### config.mk
export PLATFORM = sky130hd
export DESIGN_NAME = lcd_regs
export DESIGN_NICKNAME = d
export VERILOG_FILES = /design/src/rtl/lcd_regs.sv
export SDC_FILE = /design/constraint.sdc
export NUM_CORES = 1
export LEC_CHECK = 0
export BUFFER_PORTS_ARGS = -buffer_cell sky130_fd_sc_hd__buf_2
export CORE_MARGIN = 2
export CORE_UTILIZATION = 57
export DETAILED_ROUTE_END_ITERATION = 8
export PLACE_DENSITY = 0.79
export REMOVE_ABC_BUFFERS = 1
export SLEW_MARGIN = 10
export SYNTH_ARGS = -nofsm -noshare
export SYNTH_HDL_FRONTEND = slang
export SYNTH_SLANG_ARGS = --single-unit
### constraint.sdc
create_clock -name clock -period 2.2 [get_ports clock]
set_input_delay 0.11 -clock clock [delete_from_list [all_inputs] [get_ports clock]]
set_output_delay 0.11 -clock clock [all_outputs]
set_load 0.03 [all_outputs]
### src/rtl/lcd_regs.sv
// LCD timing register block (FF40-FF45): dot/line timing, STAT mode, LYC coincidence and IRQ pulses.
// Optional window registers FF4A/FF4B are included when LCD_REGS_WINDOW_EN is defined.
module lcd_regs #(
  parameter int LINE_CYCLES   = 456,
  parameter int OAM_CYCLES    = 80,
  parameter int XFER_CYCLES   = 172,
  parameter int VISIBLE_LINES = 144,
  parameter int TOTAL_LINES   = 154
) (
  input  logic        clock,
  input  logic        reset,
  input  logic        cpu_tick,
  input  logic [15:0] addr_ext,
  input  logic        mem_re,
  input  logic        mem_we,
  input  logic [7:0]  data_in,
  output logic [7:0]  data_out,
  output logic        data_oe,
  output logic [7:0]  ly,
  output logic [1:0]  mode,
  output logic        vblank_irq,
  output logic        stat_irq
`ifdef LCD_REGS_WINDOW_EN
  ,
  output logic [7:0]  wy,
  output logic [7:0]  wx
`endif
);

  localparam logic [8:0] DOT_LAST    = 9'(LINE_CYCLES - 1);
  localparam logic [8:0] XFER_START  = 9'(OAM_CYCLES);
  localparam logic [8:0] HBL_START   = 9'(OAM_CYCLES + XFER_CYCLES);
  localparam logic [7:0] LY_LAST     = 8'(TOTAL_LINES - 1);
  localparam logic [7:0] VBL_FIRST   = 8'(VISIBLE_LINES);
  localparam logic [7:0] VBL_PREV    = 8'(VISIBLE_LINES - 1);

  localparam logic [1:0] MODE_HBLANK = 2'd0;
  localparam logic [1:0] MODE_VBLANK = 2'd1;
  localparam logic [1:0] MODE_OAM    = 2'd2;
  localparam logic [1:0] MODE_XFER   = 2'd3;

  logic [7:0] lcdc_q, lcdc_d;
  logic [3:0] stat_en_q, stat_en_d;
  logic [7:0] scy_q, scy_d, scx_q, scx_d, lyc_q, lyc_d;
  logic [8:0] dot_q, dot_d;
  logic [7:0] ly_q, ly_d;
  logic       stat_line_q, stat_line_d;
  logic       vblank_irq_q, vblank_irq_d;
  logic       stat_irq_q, stat_irq_d;
`ifdef LCD_REGS_WINDOW_EN
  logic [7:0] wy_q, wy_d, wx_q, wx_d;
`endif

  logic       hit;
  logic       coinc;
  logic [1:0] mode_cur;
  logic       stat_line_now;
  logic       wr_en;

  assign coinc = (ly_q == lyc_q);
  assign wr_en = cpu_tick & mem_we;

  always_comb begin
    mode_cur = MODE_HBLANK;
    if (!lcdc_q[7])             mode_cur = MODE_HBLANK;
    else if (ly_q >= VBL_FIRST) mode_cur = MODE_VBLANK;
    else if (dot_q < XFER_START) mode_cur = MODE_OAM;
    else if (dot_q < HBL_START) mode_cur = MODE_XFER;
    else                        mode_cur = MODE_HBLANK;
  end

  // With the LCD off the interrupt line is held low so no request can fire.
  assign stat_line_now = lcdc_q[7] & ((stat_en_q[3] & coinc) |
                                      (stat_en_q[2] & (mode_cur == MODE_OAM)) |
                                      (stat_en_q[1] & (mode_cur == MODE_VBLANK)) |
                                      (stat_en_q[0] & (mode_cur == MODE_HBLANK)));

  always_comb begin
    hit      = 1'b1;
    data_out = 8'h00;
    case (addr_ext)
      16'hFF40: data_out = lcdc_q;
      16'hFF41: data_out = {1'b1, stat_en_q, coinc, mode_cur};
      16'hFF42: data_out = scy_q;
      16'hFF43: data_out = scx_q;
      16'hFF44: data_out = ly_q;
      16'hFF45: data_out = lyc_q;
`ifdef LCD_REGS_WINDOW_EN
      16'hFF4A: data_out = wy_q;
      16'hFF4B: data_out = wx_q;
`endif
      default: begin
        hit      = 1'b0;
        data_out = 8'h00;
      end
    endcase
  end

  assign data_oe = reset & mem_re & hit;

  always_comb begin
    lcdc_d       = lcdc_q;
    stat_en_d    = stat_en_q;
    scy_d        = scy_q;
    scx_d        = scx_q;
    lyc_d        = lyc_q;
    dot_d        = dot_q;
    ly_d         = ly_q;
    stat_line_d  = stat_line_q;
    vblank_irq_d = 1'b0;
    stat_irq_d   = 1'b0;
`ifdef LCD_REGS_WINDOW_EN
    wy_d         = wy_q;
    wx_d         = wx_q;
`endif
    if (cpu_tick) begin
      if (wr_en) begin
        case (addr_ext)
          16'hFF40: lcdc_d    = data_in;
          16'hFF41: stat_en_d = data_in[6:3];
          16'hFF42: scy_d     = data_in;
          16'hFF43: scx_d     = data_in;
          16'hFF45: lyc_d     = data_in;
`ifdef LCD_REGS_WINDOW_EN
          16'hFF4A: wy_d      = data_in;
          16'hFF4B: wx_d      = data_in;
`endif
          default: ;
        endcase
      end
      // Counting needs the LCD on both before and after this tick, so a re-enable starts at dot 0.
      if (lcdc_q[7] & lcdc_d[7]) begin
        if (dot_q == DOT_LAST) begin
          dot_d = 9'd0;
          ly_d  = (ly_q == LY_LAST) ? 8'd0 : ly_q + 8'd1;
        end else begin
          dot_d = dot_q + 9'd1;
        end
      end else begin
        dot_d = 9'd0;
        ly_d  = 8'd0;
      end
      if (wr_en && addr_ext == 16'hFF44) begin
        dot_d = 9'd0;
        ly_d  = 8'd0;
      end
      stat_line_d  = stat_line_now;
      stat_irq_d   = stat_line_now & ~stat_line_q;
      vblank_irq_d = (ly_q == VBL_PREV) & (ly_d == VBL_FIRST);
    end
  end

  always_ff @(posedge clock) begin
    if (!reset) begin
      lcdc_q       <= 8'h91;
      stat_en_q    <= 4'h0;
      scy_q        <= 8'h00;
      scx_q        <= 8'h00;
      lyc_q        <= 8'h00;
      dot_q        <= 9'd0;
      ly_q         <= 8'd0;
      stat_line_q  <= 1'b0;
      vblank_irq_q <= 1'b0;
      stat_irq_q   <= 1'b0;
`ifdef LCD_REGS_WINDOW_EN
      wy_q         <= 8'h00;
      wx_q         <= 8'h00;
`endif
    end else begin
      lcdc_q       <= lcdc_d;
      stat_en_q    <= stat_en_d;
      scy_q        <= scy_d;
      scx_q        <= scx_d;
      lyc_q        <= lyc_d;
      dot_q        <= dot_d;
      ly_q         <= ly_d;
      stat_line_q  <= stat_line_d;
      vblank_irq_q <= vblank_irq_d;
      stat_irq_q   <= stat_irq_d;
`ifdef LCD_REGS_WINDOW_EN
      wy_q         <= wy_d;
      wx_q         <= wx_d;
`endif
    end
  end

  assign ly         = ly_q;
  assign mode       = mode_cur;
  assign vblank_irq = vblank_irq_q;
  assign stat_irq   = stat_irq_q;
`ifdef LCD_REGS_WINDOW_EN
  assign wy         = wy_q;
  assign wx         = wx_q;
`endif

endmodule

==> impl_metrics.json <==
{
  "status": "completed",
  "slew_headroom": 0.572,
  "drt-total-wl_um": 8160,
  "synth_cell_types": 60,
  "worstHoldPathCells": 3,
  "cts.sinks": 56,
  "fin_util": 0.680,
  "place_congestion": 0.888,
  "antenna_found_initial": 0,
  "grt_pass1_wl_um": 13000,
  "synth_common_cells": "dfxtp_1, nand2_1, mux2i_1",
  "viasPerCell": 6.14,
  "num_rows": 27,
  "vias": 3001,
  "grt_max_degree": 52,
  "area_delta_synth_final_pct": 17.0,
  "hold_buffers": 0,
  "ys_seq_area_frac": 0.357,
  "nNetsFinal": 449,
  "p_sw_mw": 0.433,
  "dr.pass1.iters": 5,
  "p_int_mw": 1.42,
  "hold_class": "in -> reg",
  "synth-edff-count": 0,
  "n_fill_cell": 462,
  "synth_top_cell_area_share": 0.357,
  "ant_nets": 0,
  "drv_cap": 0,
  "placed_cell_area_um2": 3540,
  "switching_share": 0.234,
  "clkPwrFrac": 0.376,
  "insertion_delay_ns": 0.32,
  "drcViolationCount": 0,
  "p_per_area_nw_per_um2": 503,
  "drive_gt1_frac": 0.230,
  "path_class": "reg -> out",
  "worstPathArrival_ns": 2.01,
  "start_util": 0.581,
  "coreArea_um2": 5410,
  "drt_iter0_drc": 152,
  "avgSynthCellArea_um2": 8.73,
  "synth_top_cell_by_area": "dfxtp_1",
  "die_h_um": 78.2,
  "timing.rr.end": "vblank_irq$_SDFF_PN0_",
  "dieArea_um2": 6120,
  "vdd_ir_drop_max_mv": 0.451,
  "clock-root-buffer": "clkbuf_8",
  "fin_crit_ns": 2.12,
  "required_ns": 2.09,
  "finalHoldViolations": 0,
  "cts.clk_slew.worst_paths_ns": 0.10,
  "slew_violations": 0,
  "post-dp-hpwl_um": 5890,
  "p_leak_nw": 1.46,
  "combPwrFrac": 0.072,
  "port_buffers": 49,
  "hold_start": "data_in[2]",
  "synthTopCellsByArea": "dfxtp_1, mux2i_1, nand3_1",
  "ys_seq_elements": 56,
  "fin_area_um2": 3680,
  "reg2reg_depth": 6,
  "yosysWarnings": 0,
  "synthCells": 360,
  "avgRoutedWirePerCell_um": 16.7,
  "finalCritPeriodShare": 0.965,
  "htreeDepth": 2,
  "grt_pass1_vias": 2798,
  "skew_ns": 0.00875,
  "r2r_start": "dot_q[0]$_SDFFE_PN0P_",
  "path_max_fanout": 8,
  "setup_viol": 0,
  "insertedDiodeCount": 0,
  "rrSetupSlack_ns": 0.08,
  "multiInputGateArea_um2": 1910,
  "worst_pin_slew_ns": 0.638,
  "overflow": 0,
  "worst_setup_path_end_kind": "primary output",
  "numCtsBuffers": 5,
  "yosysMostFrequentCell": "dfxtp_1",
  "grtUsageTotal": 0.269,
  "tns_ns": 0,
  "ys.flop_type": "dfxtp_1",
  "netlist_area_um2": 3140,
  "ios": 50,
  "whs_endpoint": "lyc_q[2]$_SDFFE_PN0P_",
  "power.sequential.fraction": 0.552,
  "regArea_um2": 1120,
  "synthArstFlopShare": 0,
  "startpoint_type": "flop",
  "die-width_um": 78.2,
  "cts.path.max_buffers": 2,
  "cts_tree": "built",
  "max_freq_mhz": 471
}
-- metal layers --
| layer | GRT usage | share of wire | vias to the layer above |
|---|---|---|---|
| met5 | 0 | 0 | - |
| met4 | 0.0947 | 0.025 | 0 |
| met3 | 0.0506 | 0.055 | 29 |
| met2 | 0.481 | 0.50 | 115 |
| met1 | 0.321 | 0.42 | 1411 |
| li1 | - | - | 1446 |
-- critical path, cell delays in order (launching register included) --
cell	delay (ns)
dfxtp_1	0.39
and4_1	0.25
a31oi_2	0.27
o21ai_0	0.17
a21oi_2	0.25
a221o_1	0.17
buf_2	0.19
-- cells by family (layout without fill, tap and decap cells) --
kind of cell               count (synthesis)  count (layout)  share of synthesized area
xor gates and xnor gates                   9               9                     0.0251
muxes                                     35              35                      0.112
and+or+nand+nor                          149             149                      0.276
AOI/OAI and AO/OA                         77              77                      0.174
DFF                                       56              56                      0.357
buffers and inverters                     30              87                     0.0406
adders and majority gates                  4               4                     0.0159
-- metrics by stage --
step           worst slack [ns]  power (mW)  cells  hold slack (ns)
2_1_floorplan           0.00527        1.10    338            0.172
3_3_place_gp             0.0923        1.17    481            0.374
3_5_place_dp             0.0753        1.17    481            0.395
4_1_cts                  0.0113        1.86    489           0.0539
5_1_grt                 -0.0662        1.92    489           0.0443
6_report                 0.0771        1.85    489           0.0588
-- worst max path at each step --
| stage | start | slack, ns | to | cells past startpoint |
|---|---|---|---|---|
| global route | dot_q[0]$_SDFFE_PN0P_ | -0.07 | vblank_irq$_SDFF_PN0_ | 6 |
| floorplan | addr_ext[3] | 0.005 | lyc_q[0]$_SDFFE_PN0P_ | 5 |
| CTS | dot_q[5]$_SDFFE_PN0P_ | 0.01 | data_out[0] | 6 |
| finish | dot_q[5]$_SDFFE_PN0P_ | 0.08 | data_out[0] | 6 |
| global placement | addr_ext[3] | 0.09 | data_out[6] | 7 |
| detailed placement | addr_ext[3] | 0.08 | data_out[6] | 7 |
-- power groups by stage --
stage | Clock [mW] | Combinational (mW) | Sequential (mW)
2_1_floorplan | 0 | 0.0528 | 1.04
3_3_place_gp | 0 | 0.129 | 1.04
3_5_place_dp | 0 | 0.131 | 1.04
4_1_cts | 0.710 | 0.132 | 1.02
5_1_grt | 0.758 | 0.146 | 1.02
6_report | 0.695 | 0.134 | 1.02
-- flip-flops by register name (all words and copies together), names as in the netlist --
register and cells:
ly 8, stat_line_q 1, dot_q 9, scx_q 8
stat_en_q 4, lyc_q 8, lcdc_q 8, vblank_irq 1
stat_irq 1, scy_q 8
-- timing repair --
item / in CTS / in global routing
endpoints found under the setup margin: 1 / 8
gates cloned: 0 / 0
gates resized for setup: 1 / 3
setup buffers: 0 / 0
-- layout by cell type (no fill, tap or decap), types with 3 or more instances in the layout --
cell type	netlist	final
o21ai_0	8	8
mux2i_1	35	35
and3_1	5	4
or3_1	3	3
xnor2_1	9	9
nand2b_1	4	4
clkbuf_8	0	5
buf_4	1	22
ha_1	4	4
nand4_1	9	9
nor3_1	7	7
a21oi_1	7	6
a21boi_0	3	3
nand3b_1	3	3
nand2_1	37	37
o21ai_1	11	11
inv_1	8	8
a21o_1	3	3
buf_2	3	49
nor4_2	2	3
nor2b_1	20	20
dfxtp_1	56	56
nand4b_1	4	4
nor2_1	6	6
a21boi_1	5	5
a31oi_1	7	6
a221o_1	8	8
nor3b_1	3	3
nand3_1	29	29
o22ai_1	7	7
-- layout make-up --
type / count / area share
Sequential cell: 56 / 0.305
Multi-Input combinational cell: 274 / 0.520
Clock inverter: 3 / 0.0126
Timing Repair Buffer: 71 / 0.112
Tap cell: 72 / 0.0245
Clock buffer: 5 / 0.0187
Inverter: 8 / 0.00817
No activity file was read; power rests on OpenSTA's default activity.
